## config.mk

```make
export PLATFORM = sky130hd
export DESIGN_NAME = lifo_drain_ctrl_flat
export DESIGN_NICKNAME = d
export VERILOG_FILES = /design/src/rtl/lifo_drain_if.sv /design/src/rtl/lifo_drain_ctrl.sv /design/src/flat_wrapper.sv
export SDC_FILE = /design/constraint.sdc
export NUM_CORES = 1
export LEC_CHECK = 0
export CAP_MARGIN = 20
export CORE_MARGIN = 5
export CORE_UTILIZATION = 46
export DETAILED_ROUTE_END_ITERATION = 12
export PLACE_DENSITY = 0.79
export SYNTH_ARGS = -nofsm -noshare
export SYNTH_HDL_FRONTEND = slang
export SYNTH_SLANG_ARGS = --single-unit
```

## constraint.sdc

```tcl
create_clock -name clk -period 2.44 [get_ports clk]
set_input_delay 0.366 -clock clk [delete_from_list [all_inputs] [get_ports clk]]
set_output_delay 0.366 -clock clk [all_outputs]
set_load 0.03 [all_outputs]
```

## src/rtl/lifo_drain_if.sv

```systemverilog
// Handshake bundle between the LIFO drain controller, the stack pop port,
// the run-control side and the downstream stream consumer.
interface lifo_drain_if #(
    parameter int WIDTH = 8,
    parameter int CNT_W = 4
) ();
    logic             start;
    logic [CNT_W-1:0] len;
    logic             busy;
    logic             done;
    logic             short;
    logic [CNT_W-1:0] count;
    logic             lifo_pop;
    logic             lifo_empty;
    logic [WIDTH-1:0] lifo_dout;
    logic             out_valid;
    logic             out_ready;
    logic [WIDTH-1:0] out_data;

    // Controller side
    modport slave (
        input  start, len, lifo_empty, lifo_dout, out_ready,
        output busy, done, short, count, lifo_pop, out_valid, out_data
    );

    // Environment side: run control, stack and consumer
    modport master (
        output start, len, lifo_empty, lifo_dout, out_ready,
        input  busy, done, short, count, lifo_pop, out_valid, out_data
    );
endinterface

```

## src/rtl/lifo_drain_ctrl.sv

```systemverilog
// Pop-side controller for the 8-deep stack: drains up to len entries onto a
// valid/ready stream, stopping early on empty, with a done pulse and short flag.
module lifo_drain_ctrl #(
    parameter int WIDTH = 8,
    parameter int CNT_W = 4
) (
    input  logic            clk,
    input  logic            rstn,
    lifo_drain_if.slave     bus
);
    typedef enum logic [2:0] {
        S_IDLE,
        S_POP,
        S_CAPT,
        S_OUT,
        S_DONE
    } state_t;

    localparam logic [CNT_W-1:0] CNT_ONE  = {{(CNT_W-1){1'b0}}, 1'b1};
    localparam logic [CNT_W-1:0] CNT_ZERO = '0;

    state_t           state_q, state_d;
    logic [CNT_W-1:0] remaining_q, remaining_d;
    logic [CNT_W-1:0] count_q, count_d;
    logic             short_q, short_d;
    logic             done_q, done_d;
    logic             busy_q, busy_d;
    logic             out_valid_q, out_valid_d;
    logic [WIDTH-1:0] out_data_q, out_data_d;

    always_comb begin
        state_d     = state_q;
        remaining_d = remaining_q;
        count_d     = count_q;
        short_d     = short_q;
        out_valid_d = out_valid_q;
        out_data_d  = out_data_q;
        case (state_q)
            S_IDLE: begin
                if (bus.start) begin
                    remaining_d = bus.len;
                    count_d     = CNT_ZERO;
                    short_d     = 1'b0;
                    state_d     = (bus.len == CNT_ZERO) ? S_DONE : S_POP;
                end
            end
            S_POP: begin
                if (bus.lifo_empty) begin
                    short_d = 1'b1;
                    state_d = S_DONE;
                end else begin
                    remaining_d = remaining_q - CNT_ONE;
                    state_d     = S_CAPT;
                end
            end
            S_CAPT: begin
                // Stack read data is valid the cycle after the pop strobe
                out_data_d  = bus.lifo_dout;
                out_valid_d = 1'b1;
                state_d     = S_OUT;
            end
            S_OUT: begin
                if (bus.out_ready) begin
                    count_d     = count_q + CNT_ONE;
                    out_valid_d = 1'b0;
                    state_d     = (remaining_q == CNT_ZERO) ? S_DONE : S_POP;
                end
            end
            S_DONE:  state_d = S_IDLE;
            default: state_d = S_IDLE;
        endcase
        // Status flags follow the next state so they line up with it
        done_d = (state_d == S_DONE);
        busy_d = (state_d != S_IDLE);
    end

    always_ff @(posedge clk) begin
        if (!rstn) begin
            state_q     <= S_IDLE;
            remaining_q <= '0;
            count_q     <= '0;
            short_q     <= 1'b0;
            done_q      <= 1'b0;
            busy_q      <= 1'b0;
            out_valid_q <= 1'b0;
            out_data_q  <= '0;
        end else begin
            state_q     <= state_d;
            remaining_q <= remaining_d;
            count_q     <= count_d;
            short_q     <= short_d;
            done_q      <= done_d;
            busy_q      <= busy_d;
            out_valid_q <= out_valid_d;
            out_data_q  <= out_data_d;
        end
    end

    assign bus.lifo_pop  = (state_q == S_POP) && !bus.lifo_empty;
    assign bus.busy      = busy_q;
    assign bus.done      = done_q;
    assign bus.short     = short_q;
    assign bus.count     = count_q;
    assign bus.out_valid = out_valid_q;
    assign bus.out_data  = out_data_q;
endmodule

```

## src/flat_wrapper.sv

```systemverilog
// flat-port wrapper written by rule: the top's interface ports become plain ports
module lifo_drain_ctrl_flat 
#(
    parameter int WIDTH = 8,
    parameter int CNT_W = 4
)
  (clk, rstn, bus_start, bus_len, bus_lifo_empty, bus_lifo_dout, bus_out_ready, bus_busy, bus_done, bus_short, bus_count, bus_lifo_pop, bus_out_valid, bus_out_data);
  lifo_drain_if #(.WIDTH(WIDTH), .CNT_W(CNT_W)) bus_i ();
  input  logic clk;
  input  logic rstn;
  input wire logic [$bits(bus_i.start)-1:0] bus_start;
  input wire logic [$bits(bus_i.len)-1:0] bus_len;
  input wire logic [$bits(bus_i.lifo_empty)-1:0] bus_lifo_empty;
  input wire logic [$bits(bus_i.lifo_dout)-1:0] bus_lifo_dout;
  input wire logic [$bits(bus_i.out_ready)-1:0] bus_out_ready;
  output wire logic [$bits(bus_i.busy)-1:0] bus_busy;
  output wire logic [$bits(bus_i.done)-1:0] bus_done;
  output wire logic [$bits(bus_i.short)-1:0] bus_short;
  output wire logic [$bits(bus_i.count)-1:0] bus_count;
  output wire logic [$bits(bus_i.lifo_pop)-1:0] bus_lifo_pop;
  output wire logic [$bits(bus_i.out_valid)-1:0] bus_out_valid;
  output wire logic [$bits(bus_i.out_data)-1:0] bus_out_data;
  assign bus_i.start = bus_start;
  assign bus_i.len = bus_len;
  assign bus_i.lifo_empty = bus_lifo_empty;
  assign bus_i.lifo_dout = bus_lifo_dout;
  assign bus_i.out_ready = bus_out_ready;
  assign bus_busy = bus_i.busy;
  assign bus_done = bus_i.done;
  assign bus_short = bus_i.short;
  assign bus_count = bus_i.count;
  assign bus_lifo_pop = bus_i.lifo_pop;
  assign bus_out_valid = bus_i.out_valid;
  assign bus_out_data = bus_i.out_data;
  lifo_drain_ctrl #(.WIDTH(WIDTH), .CNT_W(CNT_W)) u_core (.clk(clk), .rstn(rstn), .bus(bus_i));
endmodule
```

==> results.sh <==
export IMPL_seq_area_frac_synth_pct=43.35
export IMPL_p_per_area_mw_per_mm2=548.1
export IMPL_cp_max_fo=9
export IMPL_start_kind="register"
export IMPL_first_global_vias=902
export IMPL_finalCritPeriodShare_pct=82.83
export IMPL_dp_cells=173
export IMPL_initial_core_util_pct=48.02
export IMPL_dp_hpwl_mm=1.805
export IMPL_core_mm2=0.002212
export IMPL_ir_drop_v=0.0003748
export IMPL_worstSetupPathType="register to output pin"
export IMPL_antenna_found_initial=0
export IMPL_worstPathArrival_ns=1.65
export IMPL_p_comb_share_pct=24.6
export IMPL_synth_ff_type="dfxtp_1"
export IMPL_dpl_cell_area_mm2=0.001419
export IMPL_portBuffers=33
export IMPL_static_leakage_power_nw=0.5333
export IMPL_worst_slew_pin_slew_ns=0.4273
export IMPL_p_seq_share_pct=52.3
export IMPL_avgRoutedWirePerCell_um=13.11
export IMPL_pin_count=34
export IMPL_n_antenna_cell=0
export IMPL_layout_nets=170
export IMPL_yosysWarnings=0
export IMPL_gp_congestion=0.8278
export IMPL_cts_buffer_depth=2
export IMPL_synth_edf_count=0
export IMPL_wirelength_mm=2.321
export IMPL_switchingPower_w=0.0002387
export IMPL_design_area_mm2=0.001451
export IMPL_grt_max_degree=15
export IMPL_cts_tree="built"
export IMPL_final_max_slew_viol_count=0
export IMPL_rows=17
export IMPL_clk_pin_slew_worst_paths_ns=0.13
export IMPL_setup_tns_final_ns=0
export IMPL_setup_viol=0
export IMPL_instances_no_fill=177
export IMPL_p_int_w=0.0005567
export IMPL_die_w_um=58.06
export IMPL_whs_ns=0.4816
export IMPL_die_area_mm2=0.003370
export IMPL_fmax_mhz=494.8
export IMPL_fin_crit_ns=2.021
export IMPL_gr_total_overflow=0
export IMPL_cap_violations=0
export IMPL_clock_skew_ns=0.006774
export IMPL_drt_iter0_markers=9
export IMPL_rsz0062_at_grt="false"
export IMPL_drc=0
export IMPL_hold_class="register to register"
export IMPL_syn_nets=134
export IMPL_cts_root_buf="clkbuf_4"
export IMPL_clkSinkCount=23
export IMPL_synth_cell_type_count=37
export IMPL_synthArstFlopShare_pct=0
export IMPL_sw_frac_of_total_pct=30.01
export IMPL_ant_nets=0
export IMPL_hold_violations=0
export IMPL_firstDrtPassIters=4
export IMPL_cp_end_kind="output pin"
export IMPL_status="completed"
export IMPL_drive_gt1_share_pct=8.054
export IMPL_slew_headroom_pct=71.48
export IMPL_cts_setup_buffers=0
export IMPL_via_count=912
export IMPL_synth_seq_cells=23
export IMPL_grt_pass1_wl_mm=3.884
export IMPL_clkLatencyLatePin_ns=0.32
export IMPL_h_tree_depth=1
export IMPL_cts_made_buffers=3
export IMPL_crit_required_ns=2.07
export IMPL_syn_area_per_cell_um2=9.318
export IMPL_grt_total_usage_pct=15.08
export IMPL_die_h_um=58.06
export IMPL_area_growth_pct=36.63
export IMPL_vias_per_cell=5.153
export IMPL_syn_area_mm2=0.001062
export IMPL_netlist_instances=114
export IMPL_p_clk_share_pct=23.1
==> worst max-delay path, stage by stage, from the launching register on <==
cell,delay [ns]
dfxtp_1,0.43
or3b_1,0.50
nor2_1,0.11
dlymetal6s2s_1,0.29
==> kinds of logic (layout without fill, tap and decap cells) <==
family	Yosys count	count (layout)	share of synthesized area [%]
buffers and inverters	10	45	4.712
AO/OA/AOI/OAI	21	21	15.90
XOR/XNOR	3	3	2.474
AND/OR/NAND/NOR	46	46	22.50
adder cells (fa/ha/maj)	3	3	3.534
flip-flops	23	23	43.34
multiplexers	8	8	7.539
==> flip-flops by register name (all words and copies together), names as in the netlist <==
name and count:
u_core.bus.short 1, u_core.bus.done 1, u_core.remaining_q 4, u_core.bus.out_data 8
u_core.bus.out_valid 1, u_core.bus.busy 1, u_core.state_q 3, u_core.bus.count 4
==> what timing repair did <==
item,4_1_cts,5_1_grt
resized for setup,0,1
hold buffers,0,0
setup endpoints to repair,0,1
==> per-layer routing <==
layer / wire (um) / track usage [%] / vias to the layer above
met1: 1053 / 17.00 / 411
met3: 176 / 6.682 / 4
li1: - / - / 469
met2: 1056 / 24.84 / 28
met4: 35 / 5.960 / 0
met5: 0 / 0 / -
==> power by group through the flow <==
stage               sequential, W  clock, W  combinational, W
global route             0.000419  0.000211          0.000215
detailed placement       0.000424         0          0.000197
floorplan                0.000440         0          0.000109
CTS                      0.000416  0.000191          0.000198
finish                   0.000416  0.000184          0.000196
global placement         0.000423         0          0.000197
==> final cells by class <==
type	count	area (um2)
clock buffer	3	22.52
multi-input combinational	81	551.8
timing repair buffer	36	355.3
inverter	5	18.77
clock inverter	1	7.507
sequential	23	460.4
tap	28	35.03
fill	193	760.7
==> Yosys cell counts (2+ instances only) <==
master,number,area [um2]
nor2_1,20,75.07
dfxtp_1,23,460.4
o21ai_1,3,15.01
nor3_1,3,15.01
a211oi_1,2,15.01
inv_1,5,18.77
o21ai_0,2,10.01
xor2_1,2,17.52
nand3_1,2,10.01
mux2i_1,8,80.08
clkbuf_1,2,7.510
ha_1,3,37.54
nor3b_1,2,15.01
a21oi_1,6,30.03
nand2_1,9,33.78
==> placed cells by master, fill, tap and decap left out <==
| cell type | synthesis | final |
|---|---|---|
| dfxtp_1 | 23 | 23 |
| a31oi_1 | 1 | 1 |
| xnor2_1 | 1 | 1 |
| nor3_1 | 3 | 3 |
| nor2_1 | 20 | 20 |
| nor4_1 | 1 | 1 |
| a2111o_1 | 1 | 1 |
| clkdlybuf4s50_1 | 0 | 32 |
| xor2_1 | 2 | 2 |
| a41oi_1 | 1 | 1 |
| nand2_1 | 9 | 9 |
| nand2b_1 | 1 | 1 |
| clkinvlp_4 | 0 | 1 |
| nand3_1 | 2 | 2 |
| nor3b_1 | 2 | 2 |
| buf_4 | 1 | 3 |
| or4b_4 | 1 | 1 |
| clkbuf_4 | 0 | 3 |
| mux2i_1 | 8 | 8 |
| or3_1 | 1 | 1 |
| o211ai_1 | 1 | 1 |
| o21bai_1 | 1 | 1 |
| nand2b_4 | 1 | 1 |
| a211oi_1 | 2 | 2 |
| dlymetal6s2s_1 | 0 | 1 |
| nand4_1 | 1 | 1 |
| o21ai_0 | 2 | 2 |
| a21oi_1 | 6 | 6 |
| a221oi_1 | 1 | 1 |
| a31oi_4 | 1 | 1 |
| ha_1 | 3 | 3 |
| a2111oi_4 | 1 | 1 |
| nor3b_2 | 1 | 1 |
| inv_1 | 5 | 5 |
| and2_1 | 1 | 1 |
| o21ai_1 | 3 | 3 |
| and4b_1 | 1 | 1 |
| or3b_1 | 1 | 1 |
==> stage by stage <==
stage | power, W | utilization, % | worst slack, ns
2_1_floorplan | 0.0005484 | - | 0.7702
3_3_place_gp | 0.0006199 | 64.14 | 0.3657
3_5_place_dp | 0.0006215 | 64.14 | 0.3670
4_1_cts | 0.0008051 | 65.50 | 0.02250
5_1_grt | 0.0008454 | 65.61 | 0.3523
6_report | 0.0007955 | 65.61 | 0.4190
==> final timing paths <==
check / from / endpoint / slack (ns) / cells past startpoint
worst max-delay path: u_core.state_q[1] / bus_lifo_pop / 0.42 / 3
worst min-delay path: u_core.bus.short / u_core.bus.short / 0.48 / 2
worst min register to register: u_core.bus.short / u_core.bus.short / 0.48 / 2
worst max register to register: u_core.state_q[0] / u_core.bus.busy / 0.83 / 5
(Power assumes the default switching activity.)
